--- src/rtl/cdb_arbiter.sv ---
// Round-robin arbiter for the common data bus: picks one completed result per
// accepted cycle and broadcasts it through a registered valid/ready stage.
module cdb_arbiter #(
  parameter int NUM_REQ = 4,
  parameter int TAG_W   = 4,
  parameter int DATA_W  = 32,
  localparam int SRC_W  = (NUM_REQ > 1) ? $clog2(NUM_REQ) : 1
) (
  input  logic                        clock,
  input  logic                        reset_n,
  input  logic [NUM_REQ-1:0]          req,
  input  logic [NUM_REQ*TAG_W-1:0]    req_tag,
  input  logic [NUM_REQ*DATA_W-1:0]   req_data,
  output logic [NUM_REQ-1:0]          ack,
  output logic                        cdb_valid,
  output logic [TAG_W-1:0]            cdb_tag,
  output logic [DATA_W-1:0]           cdb_data,
  output logic [SRC_W-1:0]            cdb_src,
  input  logic                        cdb_ready,
  input  logic                        flush,
  output logic                        cdb_idle
);

  logic [SRC_W-1:0]  ptr_reg;
  logic [SRC_W-1:0]  ptr_next;
  logic [SRC_W-1:0]  sel;
  logic              any_req;
  logic              can_accept;
  logic              grant;
  logic [TAG_W-1:0]  sel_tag;
  logic [DATA_W-1:0] sel_data;
  logic              valid_next;
  logic [TAG_W-1:0]  tag_next;
  logic [DATA_W-1:0] data_next;
  logic [SRC_W-1:0]  src_next;

  assign any_req    = |req;
  assign can_accept = !cdb_valid || cdb_ready;
  // reset_n gates the grant so ack is low for the whole time reset is held,
  // not just after the registers have cleared.
  assign grant      = reset_n && can_accept && !flush && any_req;
  assign cdb_idle   = !cdb_valid && !any_req;

  // Cyclic scan starting at the priority pointer; first requesting index wins.
  always_comb begin
    int idx;
    logic found;
    sel   = '0;
    found = 1'b0;
    idx   = 0;
    for (int k = 0; k < NUM_REQ; k++) begin
      idx = int'(ptr_reg) + k;
      if (idx >= NUM_REQ) idx = idx - NUM_REQ;
      if (!found && req[idx]) begin
        sel   = SRC_W'(idx);
        found = 1'b1;
      end
    end
  end

  assign sel_tag  = req_tag[sel*TAG_W +: TAG_W];
  assign sel_data = req_data[sel*DATA_W +: DATA_W];

  genvar gi;
  generate
    for (gi = 0; gi < NUM_REQ; gi++) begin : g_ack
      assign ack[gi] = grant && (sel == SRC_W'(gi));
    end
  endgenerate

  always_comb begin
    ptr_next   = ptr_reg;
    valid_next = cdb_valid;
    tag_next   = cdb_tag;
    data_next  = cdb_data;
    src_next   = cdb_src;
    if (flush) begin
      // Squash only the valid bit; payload and pointer are left as they were.
      valid_next = 1'b0;
    end else if (grant) begin
      valid_next = 1'b1;
      tag_next   = sel_tag;
      data_next  = sel_data;
      src_next   = sel;
      ptr_next   = (sel == SRC_W'(NUM_REQ - 1)) ? '0 : sel + 1'b1;
    end else if (cdb_ready) begin
      valid_next = 1'b0;
    end
  end

  always_ff @(posedge clock or negedge reset_n) begin
    if (!reset_n) begin
      ptr_reg   <= '0;
      cdb_valid <= 1'b0;
      cdb_tag   <= '0;
      cdb_data  <= '0;
      cdb_src   <= '0;
    end else begin
      ptr_reg   <= ptr_next;
      cdb_valid <= valid_next;
      cdb_tag   <= tag_next;
      cdb_data  <= data_next;
      cdb_src   <= src_next;
    end
  end

endmodule

--- config.mk ---
export PLATFORM = sky130hd
export DESIGN_NAME = cdb_arbiter
export DESIGN_NICKNAME = d
export VERILOG_FILES = /design/src/rtl/cdb_arbiter.sv
export SDC_FILE = /design/constraint.sdc
export NUM_CORES = 1
export LEC_CHECK = 0
export CORE_MARGIN = 4
export CORE_UTILIZATION = 37
export DETAILED_ROUTE_END_ITERATION = 12
export PLACE_DENSITY = 0.91
export SYNTH_ARGS = -nofsm -noshare
export SYNTH_HDL_FRONTEND = slang
export SYNTH_SLANG_ARGS = --single-unit
--- constraint.sdc ---
create_clock -name clock -period 5.7 [get_ports clock]
set_input_delay 1.14 -clock clock [delete_from_list [all_inputs] [get_ports clock]]
set_output_delay 1.14 -clock clock [all_outputs]
set_load 0.02 [all_outputs]
# Yosys cells after proc, flatten, opt, wreduce, memory -nomap -nowiden
# Cells that the tools add are included.
totals:
  regBits: 41
  inputBits: 152
  out_inout_bits: 44
  wordCells: 76
classes:
  addsub: 8
  magnitude_cmp: 8
  n_eq_ne: 3
  n_shift: 2
  muxes: 27
  n_bitwise: 1
  n_reduce_logical: 22
ops:
  columns: ["operator", "n"]
  rows:
  - ["32-bit by 4-bit less-than comparator with 1-bit output, second input constant", 4]
  - ["32-bit two-way mux", 4]
  - ["128-bit by 8-bit indexed part select with 32-bit output", 1]
  - ["16-bit by 5-bit indexed part select with 4-bit output", 1]
  - ["1-bit two-way mux", 14]
  - ["3-bit by 3-bit subtractor with 4-bit output, second input constant", 3]
  - ["1-bit logical AND", 11]
  - ["2-bit two-way mux", 5]
  - ["3-bit >= comparator, second input constant", 3]
  - ["1-bit binary-select mux with 2-bit select", 4]
  - ["2-bit by 2-bit adder with 3-bit output, second input constant", 2]
  - ["1-bit logical NOT", 6]
  - ["2-bit == test, second input constant", 2]
  - ["4-bit OR reduction", 1]
  - ["2-bit by 3-bit subtractor with 4-bit output, second input constant", 1]
  - ["2-bit by 1-bit adder with 3-bit output, second input constant", 1]
  - ["2-bit by 3-bit >= comparator with 1-bit output, second input constant", 1]
  - ["3-bit nonzero test", 1]
  - ["2-bit by 1-bit adder with 2-bit output, second input constant", 1]
  - ["2-bit by 1-bit == test with 1-bit output, second input constant", 1]
  - ["2-bit logical NOT", 1]
  - ["2-bit AND reduction", 1]
  - ["1-bit logical OR", 1]
  - ["1-bit inverter", 1]

# Longest topological paths before layout
# Gate-level depths: netlist (run 1).
logic_depth:
  ltp_word: 17
  ltp_mapped: 8
  mapped_depth_nobuf: 6

# Worst setup path after synthesis (run 1)
# OpenSTA, ideal clock, no wires.
synth_path:
  path_type: "input-to-output"
  startpoint: "in req[0]"
  endpoint: "out ack[0]"
  arrival_time_ns: 2.337
  required_ns: 4.560
  path_slack_ns: 2.223
  stages: 5
  path_buffers: 1
  path_cell_list: "or4_4 > and4b_4 > nand2_1 > buf_2 > nor2_1"
synth_via:
  elab_chain_cells: 15
  word_cells_on_any_way: 29
  classes_between: "mux: 19; reduce/logical: 10"
synth_lines:
  columns: ["element", "line", "source"]
  rows:
  - ["from (decl)", "11", "input logic [NUM_REQ-1:0] req,"]
  - ["1-bit binary-select mux with 2-bit select", "54", "if (!found && req[idx]) begin"]
  - ["1-bit two-way mux (implied by the code) (2 in series)", "54", null]
  - ["1-bit two-way mux", "54", null]
  - ["1-bit logical NOT", "54", null]
  - ["1-bit logical AND", "54", null]
  - ["1-bit two-way mux", "54", null]
  - ["1-bit logical NOT", "54", null]
  - ["1-bit logical AND", "54", null]
  - ["1-bit two-way mux", "54", null]
  - ["1-bit logical NOT", "54", null]
  - ["1-bit logical AND", "54", null]
  - ["2-bit two-way mux", "54", null]
  - ["2-bit logical NOT", "67", "assign ack[gi] = grant && (sel == SRC_W'(gi));"]
  - ["1-bit logical AND (*)", "67", null]
  - ["to (decl)", "14", "output logic [NUM_REQ-1:0] ack,"]
# Mark *: on every way between the ends. The rest lies on a longest branch, timed or not. The select of a mux whose other input is x is not followed.

# Final worst setup path (run 1)
layout_path:
  startpoint: "in req[3]"
  endpoint: "out ack[3]"
layout_via:
  elab_chain_cells: 15
  word_cells_on_any_way: 29
  classes_between: "eq/ne: 1; mux: 19; reduce/logical: 9"
layout_lines:
  columns: ["element", "line"]
  rows:
  - ["1-bit binary-select mux with 2-bit select", "54"]
  - ["1-bit two-way mux (implied by the code) (2 in series)", "54"]
  - ["1-bit two-way mux", "54"]
  - ["1-bit logical NOT", "54"]
  - ["1-bit logical AND", "54"]
  - ["1-bit two-way mux", "54"]
  - ["1-bit logical NOT", "54"]
  - ["1-bit logical AND", "54"]
  - ["1-bit two-way mux", "54"]
  - ["1-bit logical NOT", "54"]
  - ["1-bit logical AND", "54"]
  - ["2-bit two-way mux", "54"]
  - ["2-bit == test", "67"]
  - ["1-bit logical AND (*)", "67"]
# Marks and branches as above.

==> metrics.txt, run 1 <==
CTS buffer count=5; drt drc=0; PostCTS Resize Cnt=0; Max-Cap Viols=0; DRT Pass-1 Iters=4; clk sink count=41; setup total negative slack=0 ns; Slowest cell on crit path=clkdlybuf4s50_1; share of layout cells above drive strength 1=4.90%; via/cell ratio=5.09; Yosys cell types=27; Top reg by flops=cdb_data; Rows=30; area of the core=6790 um^2; number of post-CTS setup repair buffers=0; Clk Latency, worst-skew pair=0.28 ns; max reg flops=32; asr flop ratio synth=100%; reg2reg end=cdb_data[23]$_DFFE_PN0P_; Clock Pin Slew Worst Setup and Hold Paths=0.07 ns; final period utilization=82.8%; routability cong.=0.776; kind of end point of the critical path=output port; Post-DP HPWL=7160 um; warnings from Yosys=0; Seq/Total Area, Yosys=39.9%; Port-buffer cells=195; R2R setup slack=3.42 ns; Pins Over Slew Limit=0; CP dominant cell by count=clkdlybuf4s50_1; Mapped Cells=240; Critical Path Source=req[3]; drt total wl=8750 um; CP Data Required Time=4.56 ns; fmax=212 MHz; Synth Register Bits=41; WP depth=8; clk buf depth=2; HP Class=register to register; Worst Reg-to-Reg Cells=7; Crit Path Class=primary input to output port; io pins=196; Crit path buffers/inverters=3; Pleak=1.99 nW; Least-Margin Pin Slew=0.878 ns; ANT nets after route=0; Die Outline Area=8350 um^2; Power Dens Cells=331 nW/um^2; cts hold-fix bufs=0; CP Launch Type=primary input; Critical Path Fanout Max=18; post-layout util=68.0%; area grow syn2layout=79.4%; CTS tree=built; largest net degree at the start of global routing=45; clk_skew=0.00841 ns; setup violators final=0; Cell Chain, Critical Path=clkdlybuf4s50_1, nand2_1, o211a_1, a311oi_2, nand2_2, buf_4, nor2_1, clkdlybuf4s50_1; Starting Density=37.9%; maximum vdd drop=0.227 mV; top post-synthesis cells by area=dfrtp_1 40%, mux2i_1 28%, o221ai_1 12%; diode count=0; Worst Path Arrival=3.58 ns; 1st-iter DRT viols=64; Synthesized Nets=393; initial antenna violation count=0; CTS Root Cell=clkbuf_8; fin nets=582; H-tree depth=2; Vias=2671; GRT overflow=0; first-pass GRT wire length=13600 um; number of global-route vias before repair=2748; RSZ-0062 raised after global routing=no; Post-synth EDFFs=0; DR WL/cell=16.7 um; min cycle time layout=4.72 ns; final hold vios=0; Synth top area share=39.9%; Max-Slew Margin vs Limit=41.1%; Mapped Area=2570 um^2; die width=91.4 um; cell taking the most area after synthesis=dfrtp_1; Post-synth top flop=dfrtp_1; Largest regs=cdb_data (32), cdb_tag (4); Avg Cell Area, Syn=10.7 um^2; CP Capture Point=ack[3]; GRT Util Overall=20.0%; crit-path max cell delay=0.61 ns; status=finished, final reports clean; DIE HEIGHT=91.4 um; leading cell types by count after synthesis=72 x mux2i_1, 45 x nand2_1, 41 x dfrtp_1, 36 x o221ai_1, 9 x buf_6; reg2reg start=ptr_reg[1]$_DFFE_PN0P_; top-count cell post-synth=mux2i_1; Crit path max-delay family=buffers and inverters
==> where the power goes <==
part | switching [W] | internal [W]
logic | 0.000422 | 0.000454
registers | 0.0000661 | 0.000402
clock network | 0.0000900 | 0.0000961
==> worst min-delay path, stage by stage, from the launching register on <==
cell     delay [ns]
dfrtp_1        0.35
nand2_1        0.05
nand2_1        0.06
==> layer usage <==
metal / global-route usage, % / vias to the layer above / share of wire, %
met2: 36.6 / 123 / 52
met5: 0 / - / 0
li1: - / 1283 / -
met3: 6.30 / 15 / 8.3
met4: 5.03 / 0 / 1.5
met1: 22.2 / 1250 / 38
==> worst min-delay path by stage <==
stage | start | to | slack [ns] | cells past startpoint
2_1_floorplan | ptr_reg[0]$_DFFE_PN0P_ | ptr_reg[0]$_DFFE_PN0P_ | 0.57 | 2
3_3_place_gp | cdb_src[0]$_DFFE_PN0P_ | cdb_src[0]$_DFFE_PN0P_ | 0.46 | 2
3_5_place_dp | cdb_src[0]$_DFFE_PN0P_ | cdb_src[0]$_DFFE_PN0P_ | 0.47 | 2
4_1_cts | cdb_src[1]$_DFFE_PN0P_ | cdb_src[1]$_DFFE_PN0P_ | 0.49 | 2
5_1_grt | cdb_data[5]$_DFFE_PN0P_ | cdb_data[5]$_DFFE_PN0P_ | 0.50 | 2
6_report | cdb_src[0]$_DFFE_PN0P_ | cdb_src[0]$_DFFE_PN0P_ | 0.48 | 2
==> layout by cell type (no fill, tap or decap), types with 2 or more instances in the layout <==
| master | Yosys | routed |
|---|---|---|
| o221ai_1 | 36 | 36 |
| o21ai_0 | 3 | 3 |
| mux2i_1 | 72 | 72 |
| nand2b_1 | 2 | 2 |
| buf_4 | 2 | 5 |
| inv_2 | 2 | 3 |
| dfrtp_1 | 41 | 41 |
| clkbuf_8 | 0 | 6 |
| clkdlybuf4s50_1 | 0 | 194 |
| nand2_1 | 45 | 45 |
| nor2_1 | 5 | 5 |
==> per-stage QoR <==
| step | hold slack, ns | instance area [um^2] | power (W) | setup WS, ns | instances |
|---|---|---|---|---|---|
| after detailed placement | 0.471 | 4530 | 0.00136 | 1.00 | 518 |
| after floorplan | 0.567 | 2570 | 0.000972 | 2.22 | 240 |
| after global routing | 0.504 | 4620 | 0.00162 | 0.899 | 525 |
| after global placement | 0.460 | 4530 | 0.00133 | 1.06 | 518 |
| after CTS | 0.490 | 4620 | 0.00155 | 0.994 | 525 |
| final | 0.482 | 4620 | 0.00153 | 0.981 | 525 |
==> area by class of cell <==
class | instances | area (um^2)
fillers | 584 | 2180
inverters | 4 | 15.0
flip-flops and latches | 41 | 1030
well taps | 96 | 120
repair buffers | 200 | 1980
clock buffers | 7 | 86.3
multi-input cells | 177 | 1390
==> cells by family (layout without fill, tap and decap cells) <==
logic type      Yosys count  in the layout  share of synthesized area [%]
compound gates           44             44                           14.7
mux                      72             72                           28.0
simple gates             60             60                           10.6
buf+inv                  22            211                           6.27
fa+ha+maj                 1              1                          0.486
flops                    41             41                           39.9
No activity file was read; power rests on OpenSTA's default activity.
==> run 2, diff against run 1 <==
--- a/config.mk
+++ b/config.mk
@@ -6,9 +6,9 @@
 export NUM_CORES = 1
 export LEC_CHECK = 0
 export CORE_MARGIN = 4
-export CORE_UTILIZATION = 37
+export CORE_UTILIZATION = 34
 export DETAILED_ROUTE_END_ITERATION = 12
-export PLACE_DENSITY = 0.91
+export PLACE_DENSITY = 0.85
 export SYNTH_ARGS = -nofsm -noshare
 export SYNTH_HDL_FRONTEND = slang
 export SYNTH_SLANG_ARGS = --single-unit
==> constraint.sdc (replaced) <==
create_clock -name clock -period 4.5 [get_ports clock]
set_input_delay 0.9 -clock clock [delete_from_list [all_inputs] [get_ports clock]]
set_output_delay 0.9 -clock clock [all_outputs]
set_load 0.02 [all_outputs]
==> run 2 against run 1 <==
Power increased by 27%. Worst hold slack improved by 0.0043 ns. Die area increased by 8.0%. Sequential share of layout area decreased by 0.096 points. Non-clock buffer count increased by 3. Design area increased by 0.43%. Core utilization decreased by 4.4 points. Setup slack got worse by 0.52 ns. Clock skew decreased by 0.0010 ns. Highest routed layer unchanged.
==> metrics.txt, run 2 (synthesized netlist as in run 1, its figures left out) <==
largest net degree at the start of global routing=43; number of post-CTS setup repair buffers=0; via/cell ratio=5.15; DRT Pass-1 Iters=4; HP Class=register to register; cts hold-fix bufs=0; setup violators final=0; H-tree depth=2; CTS buffer count=5; initial antenna violation count=0; Pleak=2.00 nW; GRT overflow=0; first-pass GRT wire length=13500 um; Largest regs=cdb_data (32), cdb_tag (4); io pins=196; drt total wl=9070 um; maximum vdd drop=0.232 mV; Max-Slew Margin vs Limit=63.8%; ANT nets after route=0; post-layout util=63.6%; Clock Pin Slew Worst Setup and Hold Paths=0.08 ns; CTS Root Cell=clkbuf_8; drt drc=0; Clk Latency, worst-skew pair=0.29 ns; fin nets=585; clk_skew=0.00738 ns; max reg flops=32; Top reg by flops=cdb_data; most frequent cells in the layout=194 x clkdlybuf4s50_1, 72 x mux2i_1, 45 x nand2_1; area grow syn2layout=80.2%; clk buf depth=2; status=finished, final reports clean; diode count=0; share of layout cells above drive strength 1=5.31%; Die Outline Area=9030 um^2; Vias=2741; Power Dens Cells=420 nW/um^2; die width=95.0 um; Least-Margin Pin Slew=0.541 ns; Post-DP HPWL=7360 um; PostCTS Resize Cnt=0; 1st-iter DRT viols=47; number of global-route vias before repair=2818; Starting Density=35.3%; CP Launch Type=primary input; CP Data Required Time=3.60 ns; GRT Util Overall=19.3%; Worst Path Arrival=3.14 ns; final hold vios=0; setup total negative slack=0 ns; Crit Path Class=primary input to output port; Max-Cap Viols=0; layout filler cell count=643; most common cell after layout, fill and taps aside=clkdlybuf4s50_1; DR WL/cell=17.1 um; CTS tree=built; final period utilization=89.9%; clk sink count=41; Pins Over Slew Limit=0; routability cong.=0.727; Rows=31; RSZ-0062 raised after global routing=no; min cycle time layout=4.04 ns; kind of end point of the critical path=output port; area of the core=7290 um^2; Critical Path Fanout Max=11; DIE HEIGHT=95.0 um; Port-buffer cells=195; fmax=247 MHz
## run 2: cell types whose count changed in the layout (fill, tap and decap cells not counted), sizes merged
cell / delta
clkbuf: +1
buf: +3
## run 2: worst max-delay path, cell delays in order
cell and delay [ns]:
clkdlybuf4s50_1 0.57, nand2_1 0.08, o211a_1 0.14, a311oi_2 0.39, nand2_2 0.25, nor2_1 0.19, clkdlybuf4s50_1 0.63
## run 2: report_power, final
group          total [W]  switching [W]  leakage, nW  internal [W]
logic            0.00112       0.000537         1.45      0.000580
clock network   0.000237       0.000127       0.0395      0.000111
registers       0.000592      0.0000838        0.508      0.000509
total            0.00195       0.000748         2.00       0.00120
## run 2: final timing paths
check | startpoint | to | slack (ns) | depth (start not counted)
worst max-delay path | req[3] | ack[3] | 0.46 | 7
worst min-delay path | cdb_src[0]$_DFFE_PN0P_ | cdb_src[0]$_DFFE_PN0P_ | 0.49 | 2
worst max register to register | ptr_reg[1]$_DFFE_PN0P_ | cdb_data[19]$_DFFE_PN0P_ | 2.38 | 7
worst min register to register | cdb_src[0]$_DFFE_PN0P_ | cdb_src[0]$_DFFE_PN0P_ | 0.49 | 2
max in group asynchronous | reset_n | cdb_data[7]$_DFFE_PN0P_ | 3.40 | 2
min in group asynchronous | reset_n | cdb_data[30]$_DFFE_PN0P_ | 0.72 | 2
## run 2: stage by stage
step	worst slack, ns	instance area (um^2)	power, W	std cells	hold slack (ns)
after floorplan	1.50	2570	0.00123	240	0.567
after global placement	0.486	4560	0.00170	524	0.460
after detailed placement	0.471	4560	0.00173	524	0.473
after CTS	0.460	4640	0.00197	532	0.493
after global routing	0.318	4640	0.00207	532	0.522
final	0.457	4640	0.00195	532	0.486
## run 2: metal layers
layer	GRT usage (%)	routed length, um
met2	36.3	4830
met5	0	0
met3	5.98	779
met1	21.1	3360
met4	3.85	102
## run 2: layout make-up
| class | instances | area [um^2] | share of cell area [%] |
|---|---|---|---|
| Clock buffer | 8 | 80.1 | 1.73 |
| Inverter | 4 | 15.0 | 0.324 |
| Multi-Input combinational cell | 177 | 1390 | 29.9 |
| Sequential cell | 41 | 1030 | 22.1 |
| Tap cell | 99 | 124 | 2.67 |
| Timing Repair Buffer | 203 | 2010 | 43.3 |
